**src/rtl/recovery_sequencer.sv**
```systemverilog
// recovery_sequencer: control FSM for the half-rate recovery datapath.
// Sequences flush, acquisition, locked tracking and relock of the event filter,
// lockin and rate tracker. Acquisition time is bounded by a timeout and a retry budget.
//
// Ports:
//   sys_clk_i, sys_rst_i       clock, synchronous active-high reset
//   enable_i                   recovery enable; low forces IDLE
//   acquire_timeout_i          ACQUIRE timeout in cycles (0 = none)
//   relock_timeout_i           RELOCK timeout in cycles (0 = none)
//   locked_in_i                lockin reports lock
//   rate_violation_i           lockin rate violation pulse
//   over/under_freq_violation_i event filter frequency violation pulses
//   filtered_event_i           accepted event pulse
//   active_rate_valid_i        rate tracker holds a valid rate
//   lockin_en_o, rate_tracking_en_o, clear_state_o  datapath controls
//   locked_o, fault_o          status
//   state_o                    current state code
//   retry_count_o              failed acquisitions in this run (saturating)
module recovery_sequencer #(
    parameter int unsigned TIMER_WIDTH  = 16,
    parameter int unsigned FLUSH_CYCLES = 2,
    parameter int unsigned MAX_RETRIES  = 3,
    parameter int unsigned VIOL_LIMIT   = 4
) (
    input  logic                   sys_clk_i,
    input  logic                   sys_rst_i,
    input  logic                   enable_i,
    input  logic [TIMER_WIDTH-1:0] acquire_timeout_i,
    input  logic [TIMER_WIDTH-1:0] relock_timeout_i,
    input  logic                   locked_in_i,
    input  logic                   rate_violation_i,
    input  logic                   over_freq_violation_i,
    input  logic                   under_freq_violation_i,
    input  logic                   filtered_event_i,
    input  logic                   active_rate_valid_i,
    output logic                   lockin_en_o,
    output logic                   rate_tracking_en_o,
    output logic                   clear_state_o,
    output logic                   locked_o,
    output logic                   fault_o,
    output logic [2:0]             state_o,
    output logic [1:0]             retry_count_o
);

    localparam int unsigned FlushW = (FLUSH_CYCLES > 1) ? $clog2(FLUSH_CYCLES) : 1;
    localparam int unsigned ViolW  = $clog2(VIOL_LIMIT + 1);
    localparam logic [FlushW-1:0]      FlushLast = FlushW'(FLUSH_CYCLES - 1);
    localparam logic [TIMER_WIDTH-1:0] TimerOne  = TIMER_WIDTH'(1);

    typedef enum logic [2:0] {
        StIdle    = 3'd0,
        StFlush   = 3'd1,
        StAcquire = 3'd2,
        StLocked  = 3'd3,
        StRelock  = 3'd4,
        StFault   = 3'd5
    } state_e;

    state_e                 state_q;
    logic [TIMER_WIDTH-1:0] timer_q;
    logic [FlushW-1:0]      flush_cnt_q;
    logic [ViolW-1:0]       viol_cnt_q;
    logic [1:0]             retry_q;

    logic                   viol;
    logic [TIMER_WIDTH-1:0] timer_inc;
    logic                   acq_hit, rel_hit, acq_lock, rel_lock, fail;
    logic                   retry_exhausted, viol_trip;
    logic [1:0]             retry_inc;
    logic [ViolW-1:0]       viol_next;

    assign viol      = rate_violation_i | over_freq_violation_i | under_freq_violation_i;
    assign timer_inc = (&timer_q) ? timer_q : timer_q + TimerOne;
    // A timeout below the running timer never matches; saturation keeps it from wrapping.
    assign acq_hit   = (acquire_timeout_i != '0) && (timer_q == acquire_timeout_i - TimerOne);
    assign rel_hit   = (relock_timeout_i != '0) && (timer_q == relock_timeout_i - TimerOne);
    assign acq_lock  = locked_in_i & active_rate_valid_i;
    assign rel_lock  = locked_in_i & ~viol;

    // Rate violation beats lock in ACQUIRE; lock beats timeout in both phases.
    assign fail = ((state_q == StAcquire) && (rate_violation_i || (!acq_lock && acq_hit))) ||
                  ((state_q == StRelock) && !rel_lock && rel_hit);

    assign retry_exhausted = (32'(retry_q) == MAX_RETRIES);
    assign retry_inc       = (&retry_q) ? retry_q : retry_q + 2'd1;

    always_comb begin
        viol_next = viol_cnt_q;
        if (viol) begin
            viol_next = (&viol_cnt_q) ? viol_cnt_q : viol_cnt_q + 1'b1;
        end else if (filtered_event_i) begin
            viol_next = '0;
        end
    end

    // Trip on the violation that reaches the limit, so RELOCK shows the next cycle.
    assign viol_trip = (32'(viol_next) >= VIOL_LIMIT);

    always_ff @(posedge sys_clk_i) begin
        if (sys_rst_i || !enable_i) begin
            state_q     <= StIdle;
            timer_q     <= '0;
            flush_cnt_q <= '0;
            viol_cnt_q  <= '0;
            retry_q     <= '0;
        end else if (fail) begin
            if (retry_exhausted) begin
                state_q <= StFault;
            end else begin
                state_q     <= StFlush;
                retry_q     <= retry_inc;
                flush_cnt_q <= '0;
            end
        end else begin
            case (state_q)
                StIdle: begin
                    state_q     <= StFlush;
                    flush_cnt_q <= '0;
                    retry_q     <= '0;
                end
                StFlush: begin
                    if (flush_cnt_q == FlushLast) begin
                        state_q <= StAcquire;
                        timer_q <= '0;
                    end else begin
                        flush_cnt_q <= flush_cnt_q + 1'b1;
                    end
                end
                StAcquire: begin
                    timer_q <= timer_inc;
                    if (acq_lock) begin
                        state_q    <= StLocked;
                        retry_q    <= '0;
                        viol_cnt_q <= '0;
                    end
                end
                StLocked: begin
                    if (!locked_in_i || viol_trip) begin
                        state_q    <= StRelock;
                        timer_q    <= '0;
                        viol_cnt_q <= '0;
                    end else begin
                        viol_cnt_q <= viol_next;
                    end
                end
                StRelock: begin
                    timer_q <= timer_inc;
                    if (rel_lock) begin
                        state_q    <= StLocked;
                        viol_cnt_q <= '0;
                    end
                end
                StFault: begin
                    state_q <= StFault;
                end
                default: begin
                    state_q <= StIdle;
                end
            endcase
        end
    end

    // Moore decode from registered state only.
    assign lockin_en_o        = (state_q == StAcquire) || (state_q == StLocked) ||
                                (state_q == StRelock);
    assign rate_tracking_en_o = (state_q == StAcquire) || (state_q == StLocked);
    assign clear_state_o      = (state_q == StFlush);
    assign locked_o           = (state_q == StLocked);
    assign fault_o            = (state_q == StFault);
    assign state_o            = state_q;
    assign retry_count_o      = retry_q;

endmodule

```
**config.mk**
```make
export PLATFORM = sky130hd
export DESIGN_NAME = recovery_sequencer
export DESIGN_NICKNAME = d
export VERILOG_FILES = /design/src/rtl/recovery_sequencer.sv
export SDC_FILE = /design/constraint.sdc
export NUM_CORES = 1
export LEC_CHECK = 0
export ABC_AREA = 0
export BUFFER_PORTS_ARGS = -buffer_cell sky130_fd_sc_hd__buf_4
export CORE_MARGIN = 1
export CORE_UTILIZATION = 57
export CTS_CLUSTER_SIZE = 10
export DETAILED_ROUTE_END_ITERATION = 8
export PLACE_DENSITY = 0.82
export REMOVE_ABC_BUFFERS = 1
export SLEW_MARGIN = 20
export SYNTH_ARGS = -nofsm -noshare
export SYNTH_HDL_FRONTEND = slang
export SYNTH_SLANG_ARGS = --single-unit
```
**constraint.sdc**
```tcl
create_clock -name sys_clk_i -period 4.2 [get_ports sys_clk_i]
set_input_delay 0.84 -clock sys_clk_i [delete_from_list [all_inputs] [get_ports sys_clk_i]]
set_output_delay 0.84 -clock sys_clk_i [all_outputs]
set_load 0.005 [all_outputs]
```
==> results of run 1 <==
-- worst register-to-register path: cells and delay by family, from the launching register on --
family | cells | cell delay (ps)
AND/OR/NAND/NOR | 4 | 1430
AO/OA/AOI/OAI | 4 | 1030
flip-flops | 1 | 560
-- power by group --
part           internal [mW]  total, mW  switching, mW  leakage, nW
Sequential             0.239      0.242        0.00364        0.202
Clock                 0.0674      0.150         0.0830       0.0217
Combinational         0.0697      0.143         0.0734         1.01
Total                  0.376      0.536          0.160         1.23
-- final timing paths --
| path | from | end | cells after the start |
|---|---|---|---|
| min | viol_cnt_q[2]$_SDFFE_PP0P_ | viol_cnt_q[2]$_SDFFE_PP0P_ | 2 |
| max | acquire_timeout_i[0] | timer_q[2]$_SDFFE_PP0P_ | 11 |
| min reg2reg | viol_cnt_q[2]$_SDFFE_PP0P_ | viol_cnt_q[2]$_SDFFE_PP0P_ | 2 |
| max reg2reg | state_o[1]$_SDFFE_PP0P_ | timer_q[2]$_SDFFE_PP0P_ | 8 |
-- cell usage after synthesis, types with 4 or more instances --
master	n
a211oi_1	4
a21oi_1	14
a311oi_1	4
a31oi_1	25
and2_1	4
and3_1	8
clkbuf_1	14
dfxtp_1	25
ha_1	7
inv_1	14
mux2i_1	4
nand2_1	31
nand2b_1	12
nand3_1	20
nand3b_1	5
nand4_1	5
nor2_1	31
nor2b_1	12
nor3_1	15
nor4_1	8
o211ai_1	4
o21ai_0	7
or4_1	5
xnor2_1	16
xor2_1	18
-- cell families (layout without fill, tap and decap cells) --
kind of cell / Yosys count / in the layout / share of synthesized area [%]
buffers and inverters: 33 / 73 / 5.00
flip-flops: 25 / 25 / 18.5
adder cells (fa/ha/maj): 7 / 7 / 3.24
AND/OR/NAND/NOR: 174 / 174 / 35.0
XOR/XNOR: 34 / 34 / 11.0
multiplexers: 7 / 7 / 2.73
AO/OA/AOI/OAI: 92 / 92 / 24.5
-- per-stage QoR --
step	total power, mW	utilization, %	hold slack (ps)
after floorplan	0.321	-	428
after global placement	0.386	69.7	447
after detailed placement	0.389	69.7	456
after CTS	0.534	70.8	464
after global routing	0.559	70.8	496
final	0.536	70.8	464
-- layout by cell type, fill, tap and decap left out, drive strengths merged, types with 4 or more instances in the layout --
| cell | instances |
|---|---|
| xor2 | 18 |
| and3 | 8 |
| dfxtp | 25 |
| o211ai | 5 |
| nor4 | 11 |
| nand2b | 12 |
| nor2b | 12 |
| or4 | 5 |
| a21oi | 14 |
| o21ai | 8 |
| nor2 | 31 |
| and2 | 4 |
| nand2 | 31 |
| nand3b | 5 |
| a211oi | 4 |
| nand4 | 5 |
| nand3 | 20 |
| ha | 7 |
| buf | 55 |
| mux2i | 4 |
| xnor2 | 16 |
| a311oi | 4 |
| a31oi | 25 |
| inv | 14 |
| nor3 | 15 |
-- sequential cells by signal (all words and copies together) (netlist names) --
signal and flops:
state_o 3, timer_q 16, viol_cnt_q 3, retry_count_o 2, flush_cnt_q 1
-- layout make-up --
type                            instances  area (um^2)
Multi-Input combinational cell        314         2070
Fill cell                             390         1300
Sequential cell                        25          500
Timing Repair Buffer                   55          413
Tap cell                               52         65.1
Inverter                               14         52.6
Clock buffer                            3         41.3
Clock inverter                          1         7.51
-- routing by layer --
layer / routed length (um) / part of all wire, % / track usage [%]
met1: 3270 / 46 / 41.7
met2: 3100 / 44 / 44.8
met3: 580 / 8.2 / 3.56
met4: 122 / 1.7 / 10.0
met5: 0 / 0 / 0
==> results.py, run 1 <==
metrics = {
    "critical_path": {
        "path_buf_inv": 2,
        "worstSetupPathType": "in2reg",
        "worstPathRequired_ps": 4400,
        "critPathLaunchType": "primary input",
        "path_delay_family": "compound AO/OA/AOI/OAI gates",
        "cp_cell_sequence": "buf_4 > inv_1 > ha_1 > nor3b_1 > a21oi_1 > a2111oi_0 > o2111ai_1 > or4_1 > o21ba_1 > a31o_1 > a31oi_1",
        "regToRegSetupSlack_ps": 1100,
        "cpMaxStageDelayCell": "or4_1",
        "cp_data_arrival_time_ps": 4030,
        "end_kind": "flip-flop",
        "max_stage_delay_ps": 580,
        "critPathMaxFanout": 13,
    },
    "yosys": {
        "async_flop_share_pct": 0,
        "synth_area_um2": 2700,
        "netlist_instances": 372,
        "synth_top_cells_by_area": "dfxtp_1, xor2_1, a31oi_1",
        "yosysWarnings": 0,
        "synthFlopType": "dfxtp_1",
        "synthDistinctLibCells": 63,
        "syn_area_per_cell_um2": 7.27,
        "ys_seq_elements": 25,
        "synth_edf_count": 0,
        "synth_seq_area_share_pct": 18.5,
        "synth_top_area_share_pct": 18.5,
        "yosysTopAreaCell": "dfxtp_1",
    },
    "drt": {
        "avgRoutedWirePerCell_um": 15.2,
        "drt_iter0_markers": 189,
        "drtAntennaViolNets": 0,
        "drc": 2,
        "via_per_inst": 6.47,
        "routed-via-count": 3001,
        "wl_mm": 7.07,
        "drt_first_pass_iters": 9,
    },
    "placement": {
        "dpl_cell_area_um2": 3100,
        "dpl.cell_count": 460,
        "hpwl_mm": 5.65,
        "io_buffer_count": 50,
        "dp_slack_ps": 153,
        "routabilityCongestion": 0.863,
    },
    "final_layout": {
        "drive_gt1_share_pct": 19.2,
        "fin_area_um2": 3150,
        "final_cell_count_no_fill": 464,
        "n_antenna_cell": 0,
        "area_delta_synth_final_pct": 16.4,
        "fin_nets": 461,
    },
    "sta": {
        "tightest_slew_ps": 1150,
        "fin_skew_ps": 12.7,
        "slew_violations": 0,
        "setup_tns_ps": 0,
        "maxClockFrequency_ghz": 0.261,
        "fin_crit_ps": 3830,
        "finalHoldViolCount": 0,
        "slew-limit-headroom_pct": 23.6,
        "setup_viol": 0,
        "rsz0062_at_grt": "no",
        "fin_ws_ps": 366,
        "period_share_pct": 91.3,
    },
    "global_routing": {
        "grt_pass1_vias": 2634,
        "grt_max_degree": 18,
        "grt-ovfl-total": 0,
        "grt_first_pass_wirelength_mm": 11.9,
        "grt.total_usage_pct": 29.0,
        "antenna_found_initial": 0,
    },
    "clock_tree": {
        "cts_buffers": 3,
        "post_cts_buffers": 0,
        "cts_tree": "yes",
        "cts.reportedPaths.clkPinSlew_ps": 100,
        "cts-root-buf": "clkbuf_8",
        "hold_buffers": 0,
        "clk_latency_ps": 280,
        "cts_sinks": 25,
        "clockBufferDepth": 2,
        "cts_resized": 0,
        "h-tree-depth": 1,
    },
    "floorplan": {
        "rows": 24,
        "die_x_um": 70.9,
        "fp.dieArea_um2": 5020,
        "start_util_pct": 60.8,
        "die_h_um": 70.9,
        "coreArea_um2": 4440,
        "io_pins": 51,
    },
    "hold_path": {
        "hold_path.class": "reg2reg",
    },
    "flow_run": {
        "maxCapViolCount": 0,
    },
    "power_and_ir_drop": {
        "cellLeakagePower_nw": 1.23,
        "power_density_nw_per_um2": 170,
        "ir_drop_uv": 135,
    },
    "status": {
        "failed_checks": "DRC",
        "outcome": "finished, violations left",
    },
}
No activity file was read; power rests on OpenSTA's default activity.
==> run 2: changes to the inputs <==
Settings changed: BUFFER_PORTS_ARGS -buffer_cell sky130_fd_sc_hd__buf_4 to -buffer_cell sky130_fd_sc_hd__buf_2, REMOVE_ABC_BUFFERS 1 to unset.
==> results.py, run 2 (same netlist as run 1, synthesis figures left out) <==
metrics = {
    "status": {
        "outcome": "finished clean",
    },
    "critical_path": {
        "worstSetupPathType": "in2reg",
        "regToRegSetupSlack_ps": 1050,
        "path_delay_family": "compound AO/OA/AOI/OAI gates",
        "cp_cell_sequence": "buf_2 > inv_1 > ha_1 > nor3b_1 > a21oi_1 > a2111oi_0 > o2111ai_1 > or4_1 > o21bai_1 > nor2_1 > a311oi_1",
        "r2r-end": "viol_cnt_q[2]$_SDFFE_PP0P_",
        "max_stage_delay_ps": 590,
        "critPathLaunchType": "primary input",
        "reg2regPathDepth": 8,
        "cpMaxStageDelayCell": "or4_1",
        "regToRegStartpoint": "state_o[1]$_SDFFE_PP0P_",
        "crit_cells": 11,
        "critPathMaxFanout": 5,
        "path_buf_inv": 2,
        "cp-startpoint": "acquire_timeout_i[0]",
        "worstPathRequired_ps": 4380,
        "end_kind": "flip-flop",
        "cp_data_arrival_time_ps": 3920,
        "crit_path_end": "viol_cnt_q[2]$_SDFFE_PP0P_",
    },
    "global_routing": {
        "antenna_found_initial": 0,
        "grt_max_degree": 18,
        "grt_pass1_vias": 2709,
        "grt_first_pass_wirelength_mm": 12.3,
        "grt-ovfl-total": 0,
        "grt.total_usage_pct": 30.1,
    },
    "drt": {
        "drt_iter0_markers": 237,
        "via_per_inst": 6.47,
        "drt_first_pass_iters": 9,
        "avgRoutedWirePerCell_um": 16.0,
        "drc": 0,
        "wl_mm": 7.40,
        "routed-via-count": 2989,
        "drtAntennaViolNets": 0,
    },
    "floorplan": {
        "start_util_pct": 60.8,
        "io_pins": 51,
        "fp.dieArea_um2": 5020,
        "rows": 24,
        "coreArea_um2": 4440,
        "die_h_um": 70.9,
        "die_x_um": 70.9,
    },
    "final_layout": {
        "largest_register_ffs": 16,
        "drive_gt1_share_pct": 18.5,
        "final_core_util_pct": 67.6,
        "fin_nets": 459,
        "n_antenna_cell": 0,
        "fin_area_um2": 3000,
        "area_delta_synth_final_pct": 11.1,
        "final_cell_mix": "buf_2, nor2_1, nand2_1",
        "final_common_cell": "buf_2",
        "top_register": "timer_q",
    },
    "sta": {
        "finalHoldViolCount": 0,
        "whs_ps": 468,
        "fin_skew_ps": 6.06,
        "tightest_slew_ps": 802,
        "slew-limit-headroom_pct": 46.0,
        "slew_violations": 0,
        "period_share_pct": 89.1,
        "setup_tns_ps": 0,
        "setup_viol": 0,
        "rsz0062_at_grt": "no",
        "fin_crit_ps": 3740,
        "maxClockFrequency_ghz": 0.267,
    },
    "clock_tree": {
        "cts_buffers": 3,
        "cts-root-buf": "clkbuf_8",
        "hold_buffers": 0,
        "h-tree-depth": 1,
        "cts.reportedPaths.clkPinSlew_ps": 80,
        "cts_resized": 0,
        "cts_tree": "yes",
        "cts_sinks": 25,
        "clk_latency_ps": 270,
        "clockBufferDepth": 2,
        "post_cts_buffers": 0,
    },
    "power_and_ir_drop": {
        "power_density_nw_per_um2": 173,
        "ir_drop_uv": 119,
        "cellLeakagePower_nw": 1.19,
    },
    "placement": {
        "routabilityCongestion": 0.956,
        "dpl_cell_area_um2": 2960,
        "hpwl_mm": 5.68,
        "io_buffer_count": 50,
    },
    "flow_run": {
        "maxCapViolCount": 0,
    },
    "hold_path": {
        "hold_path.class": "reg2reg",
    },
    "yosys": {
        "synth_fp_nets": 420,
    },
}
[run 2: cell types whose count changed in the layout (fill, tap and decap cells not counted)]
cell / change
clkinvlp_4: -1
clkbuf_1: +1
buf_2: +50
buf_4: -52
[run 2: how the worst min path moves through the flow]
| stage | start | cells after the start | to | slack (ps) |
|---|---|---|---|---|
| finish | viol_cnt_q[0]$_SDFFE_PP0P_ | 1 | viol_cnt_q[0]$_SDFFE_PP0P_ | 470 |
| global route | viol_cnt_q[0]$_SDFFE_PP0P_ | 1 | viol_cnt_q[0]$_SDFFE_PP0P_ | 480 |
| CTS | viol_cnt_q[0]$_SDFFE_PP0P_ | 1 | viol_cnt_q[0]$_SDFFE_PP0P_ | 460 |
| detailed placement | viol_cnt_q[0]$_SDFFE_PP0P_ | 1 | viol_cnt_q[0]$_SDFFE_PP0P_ | 450 |
| global placement | viol_cnt_q[0]$_SDFFE_PP0P_ | 1 | viol_cnt_q[0]$_SDFFE_PP0P_ | 440 |
| floorplan | viol_cnt_q[0]$_SDFFE_PP0P_ | 1 | viol_cnt_q[0]$_SDFFE_PP0P_ | 430 |
[run 2: final cells by class]
class | count | area [um^2]
multi-input combinational | 314 | 2070
fill | 378 | 1440
sequential | 25 | 500
timing repair buffer | 53 | 273
tap | 52 | 65.1
inverter | 14 | 52.6
clock buffer | 4 | 45.0
[run 2: report_power, final]
group | total (mW) | leakage, nW | switching, mW | internal, mW
logic | 0.131 | 0.961 | 0.0742 | 0.0568
clock network | 0.146 | 0.0228 | 0.0783 | 0.0680
registers | 0.242 | 0.202 | 0.00344 | 0.238
total | 0.519 | 1.19 | 0.156 | 0.363
[run 2: through the flow]
| stage | cells | total power, mW | worst slack [ps] |
|---|---|---|---|
| 3_5_place_dp | 458 | 0.376 | 260 |
| 5_1_grt | 462 | 0.540 | 160 |
| 2_1_floorplan | 372 | 0.325 | 837 |
| 4_1_cts | 462 | 0.517 | 528 |
| 3_3_place_gp | 458 | 0.373 | 401 |
| 6_report | 462 | 0.519 | 459 |
[run 2: metal layers]
layer | track usage (%) | part of all wire, % | wire (um) | vias to the layer above
met5 | 0 | 0 | 0 | -
met4 | 14.2 | 2.1 | 158 | 0
met3 | 4.27 | 8.0 | 595 | 17
met2 | 50.6 | 47 | 3460 | 137
met1 | 38.1 | 43 | 3190 | 1367
li1 | - | - | - | 1468
==> run 3: changes to the inputs <==
Settings changed: CORE_MARGIN 1 to 1.5, CORE_UTILIZATION 57 to 58, CTS_BUF_LIST set to sky130_fd_sc_hd__clkbuf_4, PLACE_DENSITY 0.82 to 0.83.
==> results.py, run 3 (same netlist as run 1, synthesis figures left out) <==
metrics = {
    "final_layout": {
        "fin_nets": 460,
        "top_register": "timer_q",
        "fillers": 404,
        "multi_input_area_um2": 2070,
        "fin_area_um2": 3000,
        "final_common_cell": "buf_2",
        "largest_register_ffs": 16,
        "final_cell_count_no_fill": 463,
        "n_antenna_cell": 0,
        "area_delta_synth_final_pct": 10.8,
        "ff_latch_area_um2": 500,
        "drive_gt1_share_pct": 19.0,
        "final_cell_mix": "buf_2, nor2_1, nand2_1",
    },
    "global_routing": {
        "antenna_found_initial": 0,
        "grt.total_usage_pct": 30.6,
        "grt-ovfl-total": 0,
        "grt_first_pass_wirelength_mm": 12.8,
        "grt_pass1_vias": 2781,
        "grt_max_degree": 19,
    },
    "placement": {
        "dpl_cell_area_um2": 2970,
        "routabilityCongestion": 0.968,
        "dp_slack_ps": 309,
        "io_buffer_count": 50,
        "hpwl_mm": 5.85,
        "dpl.cell_count": 459,
    },
    "drt": {
        "wl_mm": 7.54,
        "drc": 0,
        "drtAntennaViolNets": 0,
        "routed-via-count": 2972,
        "drt_first_pass_iters": 5,
        "drt_iter0_markers": 201,
        "via_per_inst": 6.42,
        "avgRoutedWirePerCell_um": 16.3,
    },
    "power_and_ir_drop": {
        "power_density_nw_per_um2": 163,
        "clkPwrFrac_pct": 23.7,
        "cellLeakagePower_nw": 1.18,
        "pwr-share-seq_pct": 49.6,
        "ir_drop_uv": 183,
        "combPwrFrac_pct": 26.7,
        "swShare_pct": 32.1,
        "p_switching_mw": 0.157,
        "cellInternalPower_mw": 0.332,
    },
    "floorplan": {
        "fp.dieArea_um2": 5080,
        "start_util_pct": 61.3,
        "die_h_um": 71.3,
        "die_x_um": 71.3,
        "rows": 24,
        "coreArea_um2": 4410,
        "io_pins": 51,
    },
    "sta": {
        "tightest_slew_ps": 865,
        "setup_viol": 0,
        "setup_tns_ps": 0,
        "period_share_pct": 85.1,
        "slew-limit-headroom_pct": 41.8,
        "fin_ws_ps": 628,
        "fin_skew_ps": 16.2,
        "finalHoldViolCount": 0,
        "rsz0062_at_grt": "no",
        "whs_ps": 471,
        "fin_crit_ps": 3570,
        "maxClockFrequency_ghz": 0.280,
        "slew_violations": 0,
    },
    "clock_tree": {
        "post_cts_buffers": 0,
        "cts-root-buf": "clkbuf_4",
        "hold_buffers": 0,
        "clockBufferDepth": 2,
        "h-tree-depth": 1,
        "cts_resized": 0,
        "clk_latency_ps": 340,
        "cts_sinks": 25,
        "cts_tree": "yes",
        "cts.reportedPaths.clkPinSlew_ps": 160,
        "cts_buffers": 3,
    },
    "flow_run": {
        "maxCapViolCount": 0,
    },
    "critical_path": {
        "max_stage_delay_ps": 580,
        "critPathLaunchType": "primary input",
        "cp-startpoint": "acquire_timeout_i[0]",
        "cp_cell_sequence": "buf_2 > inv_1 > ha_1 > nor3b_1 > a21oi_1 > a2111oi_0 > o2111ai_1 > or4_1 > o21ba_1 > a31o_1 > a31oi_1",
        "regToRegStartpoint": "state_o[1]$_SDFFE_PP0P_",
        "cp_data_arrival_time_ps": 3850,
        "end_kind": "flip-flop",
        "critPathMaxFanout": 13,
        "worstSetupPathType": "in2reg",
        "worstPathRequired_ps": 4480,
        "path_buf_inv": 2,
        "path_delay_family": "compound AO/OA/AOI/OAI gates",
        "cpMaxStageDelayCell": "or4_1",
    },
    "hold_path": {
        "hold_path.class": "reg2reg",
        "hold_start": "viol_cnt_q[2]$_SDFFE_PP0P_",
    },
    "yosys": {
        "synth_fp_nets": 420,
    },
    "status": {
        "outcome": "finished clean",
    },
}
==> run 3: worst paths after layout <==
check                                     to  slack [ps]  cells after the start
hold / removal    viol_cnt_q[2]$_SDFFE_PP0P_         470                      2
setup / recovery    timer_q[10]$_SDFFE_PP0P_         630                     11
hold reg to reg   viol_cnt_q[2]$_SDFFE_PP0P_         470                      2
setup reg to reg    timer_q[10]$_SDFFE_PP0P_        1110                      8
==> run 3: through the flow <==
stage / utilization, % / power [mW]
3_5_place_dp: 67.2 / 0.376
4_1_cts: 67.9 / 0.489
5_1_grt: 67.9 / 0.518
2_1_floorplan: - / 0.325
3_3_place_gp: 67.2 / 0.373
6_report: 67.9 / 0.489
==> run 3: power groups by stage <==
stage	Sequential, mW	Combinational, mW	Clock [mW]
floorplan	0.245	0.0800	0
detailed placement	0.247	0.128	0
finish	0.242	0.130	0.116
global placement	0.247	0.125	0
CTS	0.242	0.129	0.118
global route	0.243	0.144	0.130
==> run 3: tightest hold or removal path, stage by stage (launching register included) <==
cell and delay [ps]:
dfxtp_1 360, inv_1 60, a311oi_1 30
==> run 3: layer usage <==
layer,wire length [um],share of wire [%],up-vias,track usage (%)
met5,0,0,-,0
met1,3310,44,1378,42.1
li1,-,-,1468,-
met3,484,6.4,13,2.81
met4,123,1.6,0,9.85
met2,3630,48,113,50.7
==> run 3: layout make-up <==
| class | count | area share, % |
|---|---|---|
| multi-input cells | 314 | 69.0 |
| flip-flops and latches | 25 | 16.7 |
| repair buffers | 54 | 9.35 |
| well taps | 52 | 2.17 |
| inverters | 14 | 1.75 |
| clock buffers | 3 | 0.752 |
| clock inverters | 1 | 0.251 |
